### src/rtl/uart_rx_fifo.sv
// Receive buffer behind uart_rx: edge-detects each completed word and queues it
// with its frame-error flag. Exposes a registered pop port, fill level, sticky overflow and a level IRQ.
module uart_rx_fifo #(
    parameter int DATA_W     = 16,
    parameter int DEPTH_LOG2 = 4
) (
    input  logic                  clk,
    input  logic                  rst,
    input  logic [DATA_W-1:0]     rx_data,
    input  logic                  rx_new_data,
    input  logic                  rx_frame_error,
    input  logic                  rd_en,
    output logic [DATA_W-1:0]     rd_data,
    output logic                  rd_ferr,
    output logic                  rd_valid,
    input  logic                  flush,
    input  logic                  clear_ovf,
    input  logic [DEPTH_LOG2:0]   irq_level,
    output logic [DEPTH_LOG2:0]   level,
    output logic                  empty,
    output logic                  full,
    output logic                  overflow,
    output logic                  irq
);

    localparam int DEPTH = 1 << DEPTH_LOG2;
    localparam int LVL_W = DEPTH_LOG2 + 1;
    localparam int ENT_W = DATA_W + 1;
    localparam logic [LVL_W-1:0]      LVL_FULL = LVL_W'(DEPTH);
    localparam logic [LVL_W-1:0]      LVL_ONE  = LVL_W'(1);
    localparam logic [DEPTH_LOG2-1:0] PTR_ONE  = DEPTH_LOG2'(1);

    // Storage: {frame_error, data}; no reset so it maps onto block RAM
    logic [ENT_W-1:0] mem [DEPTH];

    logic                  new_d_reg;
    logic [DEPTH_LOG2-1:0] wr_ptr_reg, wr_ptr_next;
    logic [DEPTH_LOG2-1:0] rd_ptr_reg, rd_ptr_next;
    logic [LVL_W-1:0]      level_reg, level_next;
    logic                  empty_reg, empty_next;
    logic                  full_reg, full_next;
    logic                  overflow_reg, overflow_next;
    logic                  irq_reg, irq_next;
    logic                  rd_valid_reg;
    logic [DATA_W-1:0]     rd_data_reg;
    logic                  rd_ferr_reg;

    logic push_evt;
    logic pop_req;
    logic do_push;
    logic do_pop;
    logic drop;

    // A word already high when reset releases is ignored because new_d resets to 1
    assign push_evt = rx_new_data & ~new_d_reg;
    assign pop_req  = rd_en & ~empty_reg;
    assign do_pop   = pop_req & ~flush;
    // A pop in the same cycle frees the slot, so a push into a full FIFO is legal then
    assign do_push  = push_evt & ~flush & (~full_reg | pop_req);
    assign drop     = push_evt & ~flush & full_reg & ~pop_req;

    always_comb begin
        wr_ptr_next   = wr_ptr_reg;
        rd_ptr_next   = rd_ptr_reg;
        level_next    = level_reg;
        overflow_next = overflow_reg;

        if (flush) begin
            wr_ptr_next = '0;
            rd_ptr_next = '0;
            level_next  = '0;
        end else begin
            if (do_push) begin
                wr_ptr_next = wr_ptr_reg + PTR_ONE;
            end
            if (do_pop) begin
                rd_ptr_next = rd_ptr_reg + PTR_ONE;
            end
            case ({do_push, do_pop})
                2'b10:   level_next = level_reg + LVL_ONE;
                2'b01:   level_next = level_reg - LVL_ONE;
                default: level_next = level_reg;
            endcase
        end

        // A dropped word in the same cycle as clear_ovf keeps the flag set
        if (clear_ovf) begin
            overflow_next = 1'b0;
        end
        if (drop) begin
            overflow_next = 1'b1;
        end

        empty_next = (level_next == '0);
        full_next  = (level_next == LVL_FULL);
        // Compared against the registered level, so irq trails level by one cycle
        irq_next   = (irq_level != '0) && (level_reg >= irq_level);
    end

    always_ff @(posedge clk) begin
        if (rst) begin
            new_d_reg    <= 1'b1;
            wr_ptr_reg   <= '0;
            rd_ptr_reg   <= '0;
            level_reg    <= '0;
            empty_reg    <= 1'b1;
            full_reg     <= 1'b0;
            overflow_reg <= 1'b0;
            irq_reg      <= 1'b0;
            rd_valid_reg <= 1'b0;
        end else begin
            new_d_reg    <= rx_new_data;
            wr_ptr_reg   <= wr_ptr_next;
            rd_ptr_reg   <= rd_ptr_next;
            level_reg    <= level_next;
            empty_reg    <= empty_next;
            full_reg     <= full_next;
            overflow_reg <= overflow_next;
            irq_reg      <= irq_next;
            rd_valid_reg <= do_pop;
        end
    end

    always_ff @(posedge clk) begin
        if (do_push) begin
            mem[wr_ptr_reg] <= {rx_frame_error, rx_data};
        end
    end

    // Registered read port; read-before-write gives the oldest word on push+pop when full
    always_ff @(posedge clk) begin
        if (rst) begin
            rd_data_reg <= '0;
            rd_ferr_reg <= 1'b0;
        end else if (do_pop) begin
            {rd_ferr_reg, rd_data_reg} <= mem[rd_ptr_reg];
        end
    end

    assign rd_data  = rd_data_reg;
    assign rd_ferr  = rd_ferr_reg;
    assign rd_valid = rd_valid_reg;
    assign level    = level_reg;
    assign empty    = empty_reg;
    assign full     = full_reg;
    assign overflow = overflow_reg;
    assign irq      = irq_reg;

endmodule

### config.mk
export PLATFORM = sky130hd
export DESIGN_NAME = uart_rx_fifo
export DESIGN_NICKNAME = d
export VERILOG_FILES = /design/src/rtl/uart_rx_fifo.sv
export SDC_FILE = /design/constraint.sdc
export NUM_CORES = 1
export LEC_CHECK = 0
export ABC_CLOCK_PERIOD_IN_PS = 9200
export CAP_MARGIN = 15
export CORE_MARGIN = 1
export CORE_UTILIZATION = 50
export DETAILED_ROUTE_END_ITERATION = 10
export PLACE_DENSITY_LB_ADDON = 0.25
export SLEW_MARGIN = 15
export SYNTH_ARGS = -nofsm -noshare
export SYNTH_HDL_FRONTEND = slang
export SYNTH_SLANG_ARGS = --single-unit
### constraint.sdc
create_clock -name clk -period 9.2 [get_ports clk]
set_clock_uncertainty 0.05 [all_clocks]
set_input_delay 1.84 -clock clk [delete_from_list [all_inputs] [get_ports clk]]
set_output_delay 1.84 -clock clk [all_outputs]
set_load 0.02 [all_outputs]
==> results of run 1 <==
## area by class of cell
cell class	instances	area (um2)	share of cell area, %
Tap cell	313	392	2.86
Clock inverter	20	178	1.30
Clock buffer	35	791	5.77
Inverter	12	45.0	0.329
Multi-Input combinational cell	206	2820	20.5
Timing Repair Buffer	61	593	4.33
Sequential cell	308	8890	64.9
## cells in the mapped netlist (all sizes together) (3+ instances only)
library cell    n
buf            14
a21oi           6
clkbuf         15
mux4           85
nor3            6
xnor2           6
a22o           17
ha             12
dfxtp          36
edfxtp        272
nand2b          6
nand2           7
nor2           31
a21o            3
inv            11
xor2            6
## logic make-up (layout without fill, tap and decap cells)
family / count (synthesis) / after routing / share of synthesized area, %
adders and majority gates: 12 / 12 / 1.27
DFF: 308 / 308 / 75.1
xor gates and xnor gates: 12 / 12 / 0.889
and+or+nand+nor: 58 / 58 / 2.27
buffers and inverters: 41 / 128 / 1.59
muxes: 87 / 87 / 16.4
AOI/OAI and AO/OA: 37 / 37 / 2.49
## worst max path at each step
stage / slack (ns) / to / from
after global placement: 4.39 / mem[15][14] / rd_en
after floorplan: 4.87 / mem[3][0] / rd_en
final: 4.73 / mem[15][14] / rd_en
after global routing: 4.59 / mem[15][14] / rd_en
after CTS: 4.74 / mem[0][0] / rd_en
after detailed placement: 4.21 / mem[0][6] / rd_en
## worst reg2reg max path: cells and delay by family (launching register included)
family / cells / cell delay (ns)
simple gates: 3 / 1.62
compound gates: 1 / 0.72
flops: 1 / 0.33
## routing by layer
metal / routed length [um] / track usage [%]
met5: 0 / 0
met4: 505 / 5.60
met3: 1310 / 2.58
met2: 11800 / 34.2
met1: 10600 / 30.8
## through the flow
| stage | cells | instance area [um2] | utilization [%] |
|---|---|---|---|
| 2_1_floorplan | 555 | 11800 | - |
| 3_3_place_gp | 900 | 12700 | 55.5 |
| 3_5_place_dp | 900 | 12700 | 55.5 |
| 4_1_cts | 955 | 13700 | 59.8 |
| 5_1_grt | 955 | 13700 | 59.8 |
| 6_report | 955 | 13700 | 59.8 |
## report_power, final
group | switching [mW] | leakage, nW | total [mW] | internal [mW]
logic | 0.0306 | 1.03 | 0.0487 | 0.0181
registers | 0.00134 | 2.74 | 1.52 | 1.52
clock network | 0.506 | 0.470 | 1.20 | 0.697
total | 0.537 | 4.24 | 2.77 | 2.24
==> impl_results.md, run 1 <==
* Outcome: completed
* Most common cell after layout, fill and taps aside: edfxtp_1
* Critical path type: input pin to flop
* Seq/Total Area, Yosys at 75.1%
* Clk Latency, worst-skew pair at 0.55 ns
* Distinct cells, synth at 37
* Fin crit period at 4.47 ns
* Layout Area Growth over Synthesis at 15.9%
* Pre-CTS WS at 4.21 ns
* Top cells by area, synth: edfxtp_1, mux4_2, dfxtp_1, ha_1, a22o_1
* Largest net degree at the start of global routing at 72
* Max Cap Violations at 0
* Vias in the first global route at 5896
* Most frequent cells in the layout: edfxtp_1, mux4_2, clkdlybuf4s50_1
* Main synth FF type: edfxtp_1
* Top Ports at 55
* Pwr dens at 202 nW/um2
* Inserted Diodes at 0
* Reg2reg start: empty
* FF-to-FF End: mem[15][14]
* CTS resizes at 0
* Area share of the largest cell type after synthesis at 69.1%
* Post-CTS Hold Fix Bufs at 0
* Crit path max-delay family: simple AND/OR/NAND/NOR gates
* Leakage at 4.24 nW
* CP cell instances: clkdlybuf4s50_1, nand2b_1, a211oi_2, nand2_1, nor2_2
* Arr. time, crit path at 4.57 ns
* Via/cell ratio at 5.89
* EDFF count, synth at 272
* GR Util All Layers at 21.1%
* Post-CTS Setup Inserts at 0
* Initial antenna violation count at 0
* Via count at 5625
* Total CTS buffers at 31
* Clk buf depth at 3
* Slew margin rel. at 18.7%
* FMAX at 0.224 GHz
* Starting density of the core at 51.6%
* R2R depth at 4
* Mapped Cells at 555
* Fin nets at 660
* GRT overflow at 0
* Critical Path Max Stage Delay at 0.98 ns
* Hold Path Class: flop to flop
* Crit share post-route at 48.6%
* Pre-antenna DRT Iters at 4
* CP Max Fanout at 17
* DRT Wirelength at 24.3 mm
* GPL Wtd Cong at 0.833
* Hold path cells at 1
* CTS root buf: clkbuf_16
* Slowest CP cell: nor2_2
* # setup viols final at 0
* CP Data Required Time at 9.31 ns
* CP Buf/Inv Count at 1
* Synth warnings at 0
* Pwr Total at 2.77 mW
* Flops & latches, synth at 308
* Fin. Hold Viols at 0
* Hold Crit Start: rd_data[14]
* Die width at 156 um
* Number of fill cells at 1607
* CP Capture Type: flop
* RSZ-0062 raised after global routing: no
* Mapped cell area at 11800 um2
* Hold_ws at 0.434 ns
* Worst Hold End: rd_data[14]
* Async S/R FF share, synth at 0%
* Net Count, Synth at 595
* DR iter-0 viols at 497
* CTS tree: done
* DRC at 0
* Wire per inst at 25.4 um
* PnR worst setup slack at 4.73 ns
* Crit. path cell count at 5
* Fin Setup TNS at 0 ns
* Core region area at 22900 um2
* Setup slack, reg-to-reg at 6.08 ns
* DP HPWL at 14.9 mm
* Max FFs per register at 272
* Total die area at 24300 um2
* H-tree Lvls at 1
* Peak supply drop at 0.164 mV
* Tightest Pin Transition at 1.22 ns
* Layout cells sized above 1 at 24.6%
* Synth area leader: edfxtp_1
* First-pass GRT wire length at 37.1 mm
* Slew Limit Fails at 0
* Clock transition at the registers of the reported paths at 0.06 ns
* Port buffer count at 54
* Rows at 55
* Mapped Avg Cell Area at 21.3 um2
* CP Launch Type: input pin
* CTS Sinks at 308
* Die H at 156 um
* Antenna Violating Nets Remaining at 0
No activity file was read; power rests on OpenSTA's default activity.
==> run 2, diff against run 1 <==
--- a/config.mk
+++ b/config.mk
@@ -5,7 +5,7 @@
 export SDC_FILE = /design/constraint.sdc
 export NUM_CORES = 1
 export LEC_CHECK = 0
-export ABC_CLOCK_PERIOD_IN_PS = 9200
+export ABC_CLOCK_PERIOD_IN_PS = 4500
 export CAP_MARGIN = 15
 export CORE_MARGIN = 1
 export CORE_UTILIZATION = 50
==> constraint.sdc (replaced) <==
create_clock -name clk -period 4.5 [get_ports clk]
set_clock_uncertainty 0.05 [all_clocks]
set_input_delay 0.9 -clock clk [delete_from_list [all_inputs] [get_ports clk]]
set_output_delay 0.9 -clock clk [all_outputs]
set_load 0.02 [all_outputs]
==> impl_results.md, run 2 (synthesis results as in run 1) <==
* Outcome: completed
* CTS Sinks at 308 (unchanged)
* Rows at 55 (unchanged)
* Layout cells sized above 1 at 26.9% (+2.3 points)
* Worst setup path endpoint: full
* Largest net degree at the start of global routing at 38 (-47%)
* Antenna Violating Nets Remaining at 0 (unchanged)
* CTS resizes at 0 (unchanged)
* Fin. Hold Viols at 0 (unchanged)
* GRT overflow at 0 (unchanged)
* Slew Limit Fails at 0 (unchanged)
* First-pass GRT wire length at 37.0 mm (-0.35%)
* CTS tree: done
* Die H at 156 um (unchanged)
* Top Ports at 55 (unchanged)
* Inserted Diodes at 0 (unchanged)
* Pwr dens at 407 nW/um2 (+100%)
* Clk buf depth at 3 (unchanged)
* GPL Wtd Cong at 0.830 (-0.34%)
* Clock power share at 43.3% (about the same)
* Hold_ws at 0.429 ns (-0.00549 ns)
* Met1 usage at 31.3% (+0.47 points)
* Global-route met2 utilization at 32.8% (-1.3 points)
* Fin nets at 678 (+2.7%)
* PnR worst setup slack at 1.01 ns (-3.73 ns)
* Core region area at 22900 um2 (unchanged)
* CTS root buf: clkbuf_16
* CP Data Required Time at 4.88 ns (-4.43 ns)
* Setup crit start: flush
* Logic pwr share at 1.6% (-0.2 points)
* Most common cell after layout, fill and taps aside: edfxtp_1
* Fin Setup TNS at 0 ns (unchanged)
* Pre-CTS WS at 0.594 ns (-3.62 ns)
* Fin crit period at 3.49 ns
* Peak supply drop at 0.276 mV (+69%)
* Reg2reg start: empty
* RSZ-0062 raised after global routing: no
* Slew margin rel. at 34.1% (+15 points)
* Psw at 1.06 mW (+97%)
* DRT Wirelength at 24.1 mm (-0.75%)
* Post-CTS Hold Fix Bufs at 0 (unchanged)
* # setup viols final at 0 (unchanged)
* Via/cell ratio at 5.91 (+0.37%)
* Max Cap Violations at 0 (unchanged)
* Critical path type: input pin to flop
* R2R depth at 10 (+6)
* Clock transition at the registers of the reported paths at 0.06 ns (about the same)
* CP Launch Type: input pin
* Vias in the first global route at 5958 (+1.1%)
* Crit share post-route at 77.6%
* CP Max Fanout at 8 (-9)
* Layout Area Growth over Synthesis at 17.3%
* DP HPWL at 13.7 mm (-8.0%)
* Total CTS buffers at 30 (-3.2%)
* DR iter-0 viols at 554 (+11%)
* Net Sw Frac at 18.7% (-0.63 points)
* CP Capture Type: flop
* Arr. time, crit path at 3.87 ns (-0.70 ns)
* Initial antenna violation count at 0 (unchanged)
* Reg power frac at 55.1% (+0.2 points)
* Tightest Pin Transition at 0.988 ns (-0.229 ns)
* Via count at 5764 (+2.5%)
* Setup slack, reg-to-reg at 1.57 ns (-4.51 ns)
* Post-CTS Setup Inserts at 0 (unchanged)
* Max FFs per register at 272 (unchanged)
* Gr busiest metal: met2
* Port buffer count at 54 (unchanged)
* Die width at 156 um (unchanged)
* Internal power at 4.59 mW (+110%)
* Grt met3 use at 2.67% (+0.083 points)
* Most frequent cells in the layout: edfxtp_1, mux4_2, clkdlybuf4s50_1
* DRC at 0 (unchanged)
* FMAX at 0.286 GHz
* Total die area at 24300 um2 (unchanged)
* Pre-antenna DRT Iters at 4 (unchanged)
* Hold Path Class: flop to flop
* Wire per inst at 24.7 um (-2.8%)
* H-tree Lvls at 1 (unchanged)
* Clk Latency, worst-skew pair at 0.55 ns (about the same)
* Starting density of the core at 51.6% (unchanged)
* GR Util All Layers at 21.0% (-0.19 points)
* Leakage at 4.36 nW (+2.8%)
* Finished Core Util at 60.5% (+0.73 points)
* FF-to-FF End: full
[run 2: cell type report]
cell class,instances,area [um2]
Clock buffer,40,820
Clock inverter,16,153
Fill cell,1550,9040
Inverter,12,45.0
Multi-Input combinational cell,206,2810
Sequential cell,308,8890
Tap cell,313,392
Timing Repair Buffer,80,761
[run 2: power by group through the flow]
stage          registers [mW]  clock network, mW  logic, mW
6_report                 3.11               2.45     0.0932
5_1_grt                  3.11               2.60      0.102
4_1_cts                  3.11               2.49     0.0936
3_5_place_dp             3.17                  0     0.0930
3_3_place_gp             3.17                  0     0.0879
2_1_floorplan            3.17                  0     0.0265
[run 2: worst min path at each step]
| stage | startpoint | end | slack, ns | depth (start not counted) |
|---|---|---|---|---|
| after global placement | rd_data[14] | rd_data[14] | 0.41 | 1 |
| after floorplan | wr_ptr_reg[0] | wr_ptr_reg[0] | 0.50 | 2 |
| after CTS | rd_data[2] | rd_data[2] | 0.43 | 1 |
| after detailed placement | rd_data[7] | rd_data[7] | 0.41 | 1 |
| after global routing | rd_data[2] | rd_data[2] | 0.45 | 1 |
| final | rd_data[2] | rd_data[2] | 0.43 | 1 |
[run 2: stage by stage]
| stage | instances | power, mW | instance area, um2 |
|---|---|---|---|
| 4_1_cts | 975 | 5.69 | 13900 |
| 5_1_grt | 975 | 5.81 | 13900 |
| 2_1_floorplan | 555 | 3.20 | 11800 |
| 6_report | 975 | 5.65 | 13900 |
| 3_5_place_dp | 919 | 3.27 | 12900 |
| 3_3_place_gp | 919 | 3.26 | 12900 |
[run 2: worst max-delay path, stage by stage]
cell             delay, ns
clkdlybuf4s50_1       0.48
nor3b_2               0.57
nand2_1               0.27
xnor2_1               0.19
ha_1                  0.24
o41ai_1               0.32
nand3_1               0.12
a211oi_1              0.31
xnor2_1               0.20
nor2_1                0.08
and4_1                0.19
[run 2: routing by layer]
layer | share of wire, % | wire, um
met5 | 0 | 0
met4 | 2.2 | 533
met3 | 5.7 | 1380
met2 | 47 | 11400
met1 | 45 | 10700
